File: config.mk
export PLATFORM = sky130hd
export DESIGN_NAME = uart_rx
export DESIGN_NICKNAME = d
export VERILOG_FILES = /design/src/rtl/uart_rx.sv
export SDC_FILE = /design/constraint.sdc
export NUM_CORES = 1
export LEC_CHECK = 0
export CAP_MARGIN = 25
export CORE_MARGIN = 2
export CORE_UTILIZATION = 50
export DETAILED_ROUTE_END_ITERATION = 16
export HOLD_SLACK_MARGIN = 0.05
export PLACE_DENSITY = 0.81
export SETUP_SLACK_MARGIN = 0.5
export SKIP_CTS_REPAIR_TIMING = 1
export SLEW_MARGIN = 25
export SYNTH_ARGS = -nofsm -noshare
export SYNTH_HDL_FRONTEND = slang
export SYNTH_SLANG_ARGS = --single-unit
File: constraint.sdc
create_clock -name clk -period 2.3 [get_ports clk]
set_input_delay 0.575 -clock clk [delete_from_list [all_inputs] [get_ports clk]]
set_output_delay 0.575 -clock clk [all_outputs]
set_load 0.05 [all_outputs]
File: src/rtl/uart_rx.sv
// UART receiver: synchronizes rx_in, validates the start bit, samples data LSB first
// at mid-bit and checks the stop bit, emitting a one-cycle strobe per good frame.
module uart_rx #(
    parameter int NUM_BITS     = 8,
    parameter int CLKS_PER_BIT = 3200
) (
    input  logic                clk,
    input  logic                rst_n,
    input  logic                rx_in,
    output logic [NUM_BITS-1:0] word_out,
    output logic                word_out_valid,
    output logic                frame_err,
    output logic                busy
);

    localparam int CW = $clog2(CLKS_PER_BIT);
    localparam int IW = (NUM_BITS > 1) ? $clog2(NUM_BITS) : 1;

    localparam logic [CW-1:0] CNT_ZERO = {CW{1'b0}};
    localparam logic [CW-1:0] CNT_ONE  = CW'(1);
    localparam logic [CW-1:0] HALF_M1  = CW'(CLKS_PER_BIT / 2 - 1);
    localparam logic [CW-1:0] FULL_M1  = CW'(CLKS_PER_BIT - 1);
    localparam logic [IW-1:0] IDX_ZERO = {IW{1'b0}};
    localparam logic [IW-1:0] IDX_ONE  = IW'(1);
    localparam logic [IW-1:0] IDX_LAST = IW'(NUM_BITS - 1);

    localparam logic [2:0] ST_IDLE      = 3'd0;
    localparam logic [2:0] ST_START     = 3'd1;
    localparam logic [2:0] ST_DATA      = 3'd2;
    localparam logic [2:0] ST_STOP      = 3'd3;
    localparam logic [2:0] ST_WAIT_HIGH = 3'd4;

    logic                sync1_q, sync1_d, sync2_q, sync2_d;
    logic [2:0]          state_q, state_d;
    logic [CW-1:0]       cnt_q, cnt_d;
    logic [IW-1:0]       idx_q, idx_d;
    logic [NUM_BITS-1:0] shift_q, shift_d;
    logic [NUM_BITS-1:0] word_q, word_d;
    logic                valid_q, valid_d;
    logic                ferr_q, ferr_d;
    logic                busy_q, busy_d;
    logic                rx_s;

    assign rx_s           = sync2_q;
    assign word_out       = word_q;
    assign word_out_valid = valid_q;
    assign frame_err      = ferr_q;
    assign busy           = busy_q;

    // Next-state logic: frame FSM, bit-cycle counter and result strobes.
    always_comb begin
        sync1_d = rx_in;
        sync2_d = sync1_q;
        state_d = state_q;
        cnt_d   = cnt_q + CNT_ONE;
        idx_d   = idx_q;
        shift_d = shift_q;
        word_d  = word_q;
        valid_d = 1'b0;
        ferr_d  = 1'b0;
        case (state_q)
            ST_IDLE: begin
                cnt_d = CNT_ZERO;
                if (!rx_s) begin
                    state_d = ST_START;
                end else begin
                    state_d = ST_IDLE;
                end
            end
            ST_START: begin
                if (cnt_q == HALF_M1) begin
                    cnt_d   = CNT_ZERO;
                    idx_d   = IDX_ZERO;
                    // A line that is high again at mid start bit was only a glitch.
                    state_d = rx_s ? ST_IDLE : ST_DATA;
                end else begin
                    state_d = ST_START;
                end
            end
            ST_DATA: begin
                if (cnt_q == FULL_M1) begin
                    cnt_d          = CNT_ZERO;
                    shift_d[idx_q] = rx_s;
                    if (idx_q == IDX_LAST) begin
                        idx_d   = IDX_ZERO;
                        state_d = ST_STOP;
                    end else begin
                        idx_d   = idx_q + IDX_ONE;
                    end
                end else begin
                    state_d = ST_DATA;
                end
            end
            ST_STOP: begin
                if (cnt_q == FULL_M1) begin
                    cnt_d = CNT_ZERO;
                    // Leaving at mid stop bit lets a back-to-back start bit be caught.
                    if (rx_s) begin
                        word_d  = shift_q;
                        valid_d = 1'b1;
                        state_d = ST_IDLE;
                    end else begin
                        ferr_d  = 1'b1;
                        state_d = ST_WAIT_HIGH;
                    end
                end else begin
                    state_d = ST_STOP;
                end
            end
            ST_WAIT_HIGH: begin
                cnt_d = CNT_ZERO;
                if (rx_s) begin
                    state_d = ST_IDLE;
                end else begin
                    state_d = ST_WAIT_HIGH;
                end
            end
            default: begin
                cnt_d   = CNT_ZERO;
                idx_d   = IDX_ZERO;
                state_d = ST_IDLE;
            end
        endcase
        busy_d = (state_d != ST_IDLE);
    end

    // State and output registers with synchronous active-low reset.
    always_ff @(posedge clk) begin
        if (!rst_n) begin
            sync1_q <= 1'b1;
            sync2_q <= 1'b1;
            state_q <= ST_IDLE;
            cnt_q   <= CNT_ZERO;
            idx_q   <= IDX_ZERO;
            shift_q <= {NUM_BITS{1'b0}};
            word_q  <= {NUM_BITS{1'b0}};
            valid_q <= 1'b0;
            ferr_q  <= 1'b0;
            busy_q  <= 1'b0;
        end else begin
            sync1_q <= sync1_d;
            sync2_q <= sync2_d;
            state_q <= state_d;
            cnt_q   <= cnt_d;
            idx_q   <= idx_d;
            shift_q <= shift_d;
            word_q  <= word_d;
            valid_q <= valid_d;
            ferr_q  <= ferr_d;
            busy_q  <= busy_d;
        end
    end

endmodule

==> results of run 1 <==
## power groups by stage
| stage | Clock (uW) | Sequential (uW) | Combinational (uW) |
|---|---|---|---|
| 2_1_floorplan | 0 | 705 | 34.1 |
| 3_5_place_dp | 0 | 701 | 52.4 |
| 4_1_cts | 492 | 685 | 52.8 |
| 6_report | 484 | 682 | 63.5 |
| 3_3_place_gp | 0 | 701 | 50.8 |
| 5_1_grt | 515 | 683 | 68.2 |
## state kept, by name, summed over array words and instances (netlist names)
| name | cells |
|---|---|
| cnt_q | 12 |
| word_out | 8 |
| sync1_q | 1 |
| word_out_valid | 1 |
| shift_q | 8 |
| rx_s | 1 |
| state_q | 3 |
| busy | 1 |
| frame_err | 1 |
| idx_q | 3 |
## layout make-up
cell class	count	area, sq um
timing repair buffer	27	267
fill	251	1080
multi-input combinational	133	1000
clock inverter	2	35.0
tap	46	57.6
sequential	39	800
clock buffer	6	51.3
inverter	4	15.0
## cell families after synthesis
logic type      count (synthesis)  share of synthesized area
xor+xnor                       10                     0.0512
fa+ha+maj                       3                     0.0219
mux                            14                     0.0819
flops                          39                      0.456
simple gates                   85                      0.272
compound gates                 20                     0.0819
buf+inv                        13                     0.0344
## synthesized netlist by cell type (2+ instances only)
cell      instances
nor2_1           19
xnor2_1           6
o31ai_1           2
nand3b_1          2
nor3_1            3
clkbuf_1          5
o21ai_0           2
o22ai_1           5
buf_4             2
nor2b_1           9
xor2_1            4
a21oi_1           2
dfxtp_1          39
and3_1            2
nand3_1           3
ha_1              3
nand2b_1          3
nor4_1            4
nor3b_2           2
or4_1             4
nand2_1          24
buf_2             2
o21a_1            2
mux2i_1          14
and4_1            2
nand4_1           2
inv_1             4
## worst max-delay path by stage
stage	slack, ps	to	from
after floorplan	280	shift_q[0]	state_q[2]
after global placement	220	shift_q[0]	state_q[2]
after detailed placement	180	shift_q[2]	state_q[2]
after CTS	160	shift_q[0]	state_q[2]
after global routing	140	shift_q[0]	cnt_q[10]
final	260	shift_q[0]	cnt_q[10]
## routing by layer
layer	vias to the layer above	track usage
met5	-	0
met4	0	0.0917
met3	7	0.0486
met2	45	0.315
met1	675	0.207
li1	702	-
## metrics by stage
step	hold WS (ps)	worst slack, ps	total power (uW)	area, sq um	util
floorplan	386	284	739	1740	-
global placement	391	216	751	1920	0.580
detailed placement	392	181	753	1920	0.580
CTS	418	163	1230	2010	0.606
global route	431	140	1270	2230	0.673
finish	418	260	1230	2230	0.673
==> impl_metrics.tcl, run 1 <==
set metrics [dict create \
    maxCapViolations 0 \
    start_kind "flop" \
    yosys_warnings 0 \
    via_per_inst 5.56 \
    clock_latency_ps 350 \
    num_rows 21 \
    critical-path-slowest-cell "or4_4" \
    postSynthCellCount 184 \
    rsz0062_at_grt "true" \
    path_delay_family "simple AND/OR/NAND/NOR gates" \
    grt_pass1_wl_um 5600 \
    dpl.cell_count 239 \
    io-pin-count 14 \
    ys_seq_area_frac 0.456 \
    cp_num_cells 5 \
    syn_area_sq_um 1710 \
    n_antenna_cell 0 \
    p_leak_uw 0.000977 \
    status "completed" \
    synth_ff_type "dfxtp_1" \
    synth_edf_count 0 \
    power_switching_share 0.220 \
    drt_iter0_drc 49 \
    wire_per_inst_um 14.9 \
    cts_sinks 39 \
    grt_pass1_vias 1302 \
    drive_above_1_share 0.246 \
    seq_power_share 0.555 \
    wl_um 3830 \
    r2r_cells 5 \
    highest_layer "met4" \
    finalHoldViolations 0 \
    worstPathCellList "or4bb_1 > or4_4 > nand2b_4 > o311ai_2 > o41ai_1" \
    cts-root-buf "clkbuf_4" \
    vias 1429 \
    synth_top_area_cell "dfxtp_1" \
    power_density_nw_per_um2 552 \
    drc 0 \
    dr.pass1.iters 4 \
    intPower_uw 959 \
    finalCritPeriodShare 0.887 \
    die-area_sq_um 3900 \
    worstReg2RegEnd "shift_q[0]" \
    max_freq_mhz 490 \
    drv_slew 0 \
    hold-path-cell-count 1 \
    die_w_um 62.5 \
    syn2layout_area_growth_pct 30.3 \
    avgSynthCellArea_sq_um 9.30 \
    portBuffers 13 \
    p_sw_uw 271 \
    grt_usage 0.182 \
    hold_class "reg -> reg" \
    start_util 0.517 \
    required_ps 2540 \
    grt_overflow_total 0 \
    synth.area.top_cells "dfxtp_1 46%, mux2i_1 8.2%, nand2_1 5.3%" \
    worst_ir_drop_vdd_uv 343 \
    worstReg2RegStart "cnt_q[10]" \
    yosysTopAreaCellShare 0.456 \
    dpl.hpwl_um 2420 \
    crit_type "reg -> reg" \
    cts_tree "built" \
    maxSlewHeadroom 0.587 \
    numCtsBuffers 5 \
    ff2ff_setup_slack_ps 260 \
    cts_max_level 2 \
    whs_endpoint "rx_s" \
    grt_max_degree 28 \
    fin_skew_ps 5.58 \
    final_cell_mix "30 x dfxtp_1, 22 x nand2_1, 18 x nor2_1, 14 x mux2i_1, 13 x buf_4" \
    power_frac_comb 0.052 \
    worstPathArrival_ps 2280 \
    antenna_found_initial 0 \
    place.gp.congestion 0.776 \
    finalSetupTns_ps 0 \
    fin_crit_ps 2040 \
    slowest_delay_ps 510 \
    synth_nets 190 \
    die_h_um 62.5 \
    cts_buffer_depth 2 \
    clockPowerShare 0.393 \
    layout.cells.most_common "dfxtp_1" \
    cp_max_fo 6 \
    wl_met3_um 182 \
    min-delay-start "sync1_q" \
    tightest_slew_ps 618 \
    critPathBufInv 0 \
    async_flop_share 0 \
    ys_types 40 \
    m1WireLength_um 1630 \
    setup_viol 0 \
    wl_met2_um 1950 \
    fin_nets 216 \
    coreArea_sq_um 3310 \
    path_clk_slew_ps 110 \
    final_cells 257 \
    cp-end-kind "flop" \
    ant_nets 0 \
    synth_seq_cells 39 \
]
(Power assumes the default switching activity.)
==> inputs of run 2 (changes only) <==
--- a/config.mk
+++ b/config.mk
@@ -6,14 +6,14 @@
 export NUM_CORES = 1
 export LEC_CHECK = 0
 export CAP_MARGIN = 25
-export CORE_MARGIN = 2
+export CORE_MARGIN = 1.5
 export CORE_UTILIZATION = 50
 export DETAILED_ROUTE_END_ITERATION = 16
+export GPL_ROUTABILITY_DRIVEN = 0
 export HOLD_SLACK_MARGIN = 0.05
 export PLACE_DENSITY = 0.81
 export SETUP_SLACK_MARGIN = 0.5
 export SKIP_CTS_REPAIR_TIMING = 1
-export SLEW_MARGIN = 25
 export SYNTH_ARGS = -nofsm -noshare
 export SYNTH_HDL_FRONTEND = slang
 export SYNTH_SLANG_ARGS = --single-unit
==> impl_metrics.tcl, run 2 (synthesized netlist as in run 1, its figures left out) <==
set metrics [dict create \
    path_clk_slew_ps 110 \
    finalSetupTns_ps 0 \
    critPathBufInv 1 \
    crit_type "reg -> reg" \
    worstPathCellList "ha_4 > nand4_1 > or4_4 > nor4_4 > buf_4 > mux2i_1 > nor2b_1" \
    largest-register "cnt_q" \
    fin_crit_ps 2090 \
    drt_iter0_drc 58 \
    portBuffers 13 \
    worstReg2RegStart "cnt_q[1]" \
    cts-root-buf "clkbuf_4" \
    final_cell_mix "29 x dfxtp_1, 22 x nand2_1, 18 x nor2_1, 14 x mux2i_1, 13 x buf_4" \
    place_area_sq_um 1920 \
    cts_max_level 2 \
    fin_nets 215 \
    die-area_sq_um 3780 \
    vias 1450 \
    via_per_inst 5.66 \
    stdcell_area_sq_um 2180 \
    worstReg2RegEnd "word_out[6]" \
    coreArea_sq_um 3310 \
    cp_max_fo 5 \
    cts_tree "built" \
    antenna_found_initial 0 \
    dr.pass1.iters 4 \
    wl_um 3890 \
    io-pin-count 14 \
    worst_ir_drop_vdd_uv 384 \
    worstPathArrival_ps 2330 \
    final_cells 256 \
    tightest_slew_ps 516 \
    cts_sinks 39 \
    setup_viol 0 \
    whs_endpoint "rx_s" \
    r2r_cells 7 \
    place_ws_ps 144 \
    numCtsBuffers 5 \
    slowest_delay_ps 510 \
    cp-end-kind "flop" \
    grt_pass1_wl_um 5530 \
    start_util 0.517 \
    path_delay_family "simple AND/OR/NAND/NOR gates" \
    finalCritPeriodShare 0.908 \
    seq_area_sq_um 798 \
    grt_max_degree 26 \
    hold-path-cell-count 1 \
    start_kind "flop" \
    ff2ff_setup_slack_ps 210 \
    grt_pass1_vias 1314 \
    worst_slack_ps 212 \
    hold_slack_ps 421 \
    p_leak_uw 0.000944 \
    min-delay-start "sync1_q" \
    num_rows 21 \
    grt_overflow_total 0 \
    max_freq_mhz 479 \
    syn2layout_area_growth_pct 27.3 \
    grt_usage 0.202 \
    power_density_nw_per_um2 497 \
    clock_latency_ps 340 \
    ant_nets 0 \
    drc 0 \
    layout.cells.most_common "dfxtp_1" \
    dpl.cell_count 239 \
    drive_above_1_share 0.238 \
    largest_reg_flops 12 \
    critical-path-slowest-cell "or4_4" \
    hold_class "reg -> reg" \
    die_w_um 61.5 \
    n_fill_cell 274 \
    dpl.hpwl_um 2490 \
    wire_per_inst_um 15.2 \
    maxSlewHeadroom 0.656 \
    rsz0062_at_grt "true" \
    status "completed" \
    multiInputGateArea_sq_um 1000 \
    drv_slew 0 \
    fin_skew_ps 3.20 \
    required_ps 2550 \
    cts_buffer_depth 2 \
    maxCapViolations 0 \
    finalHoldViolations 0 \
    die_h_um 61.5 \
    n_antenna_cell 0 \
]
-- run 2: how the worst max path moves through the flow --
stage / start / end / slack [ps] / cells after the start
floorplan: state_q[2] / shift_q[0] / 280 / 6
global placement: state_q[2] / shift_q[0] / 230 / 5
detailed placement: state_q[2] / shift_q[0] / 140 / 5
CTS: state_q[2] / shift_q[0] / 110 / 5
global route: cnt_q[1] / word_out[0] / 140 / 7
finish: cnt_q[1] / word_out[6] / 210 / 7
-- run 2: power by group --
group,switching [uW],internal (uW),leakage [uW],total [uW]
registers,5.01,680,0.000321,685
logic,37.1,23.0,0.000594,60.1
clock network,218,119,0.0000293,337
total,260,823,0.000944,1080
-- run 2: final cells by class --
| type | count | area share |
|---|---|---|
| Clock inverter | 1 | 0.00230 |
| Multi-Input combinational cell | 133 | 0.460 |
| Inverter | 4 | 0.00690 |
| Sequential cell | 39 | 0.367 |
| Clock buffer | 7 | 0.0207 |
| Timing Repair Buffer | 26 | 0.117 |
| Tap cell | 46 | 0.0264 |
-- run 2: per-layer routing --
| metal | routed length, um | vias to the layer above | global-route usage | part of all wire |
|---|---|---|---|---|
| met1 | 1510 | 709 | 0.206 | 0.39 |
| met5 | 0 | - | 0 | 0 |
| met3 | 113 | 11 | 0.0609 | 0.029 |
| li1 | - | 702 | - | - |
| met4 | 83 | 0 | 0.0942 | 0.021 |
| met2 | 2190 | 28 | 0.371 | 0.56 |
-- run 2: through the flow --
stage          total power [uW]   util
5_1_grt                    1120  0.658
2_1_floorplan               739      -
6_report                   1080  0.658
3_5_place_dp                753  0.580
3_3_place_gp                750  0.580
4_1_cts                    1080  0.595
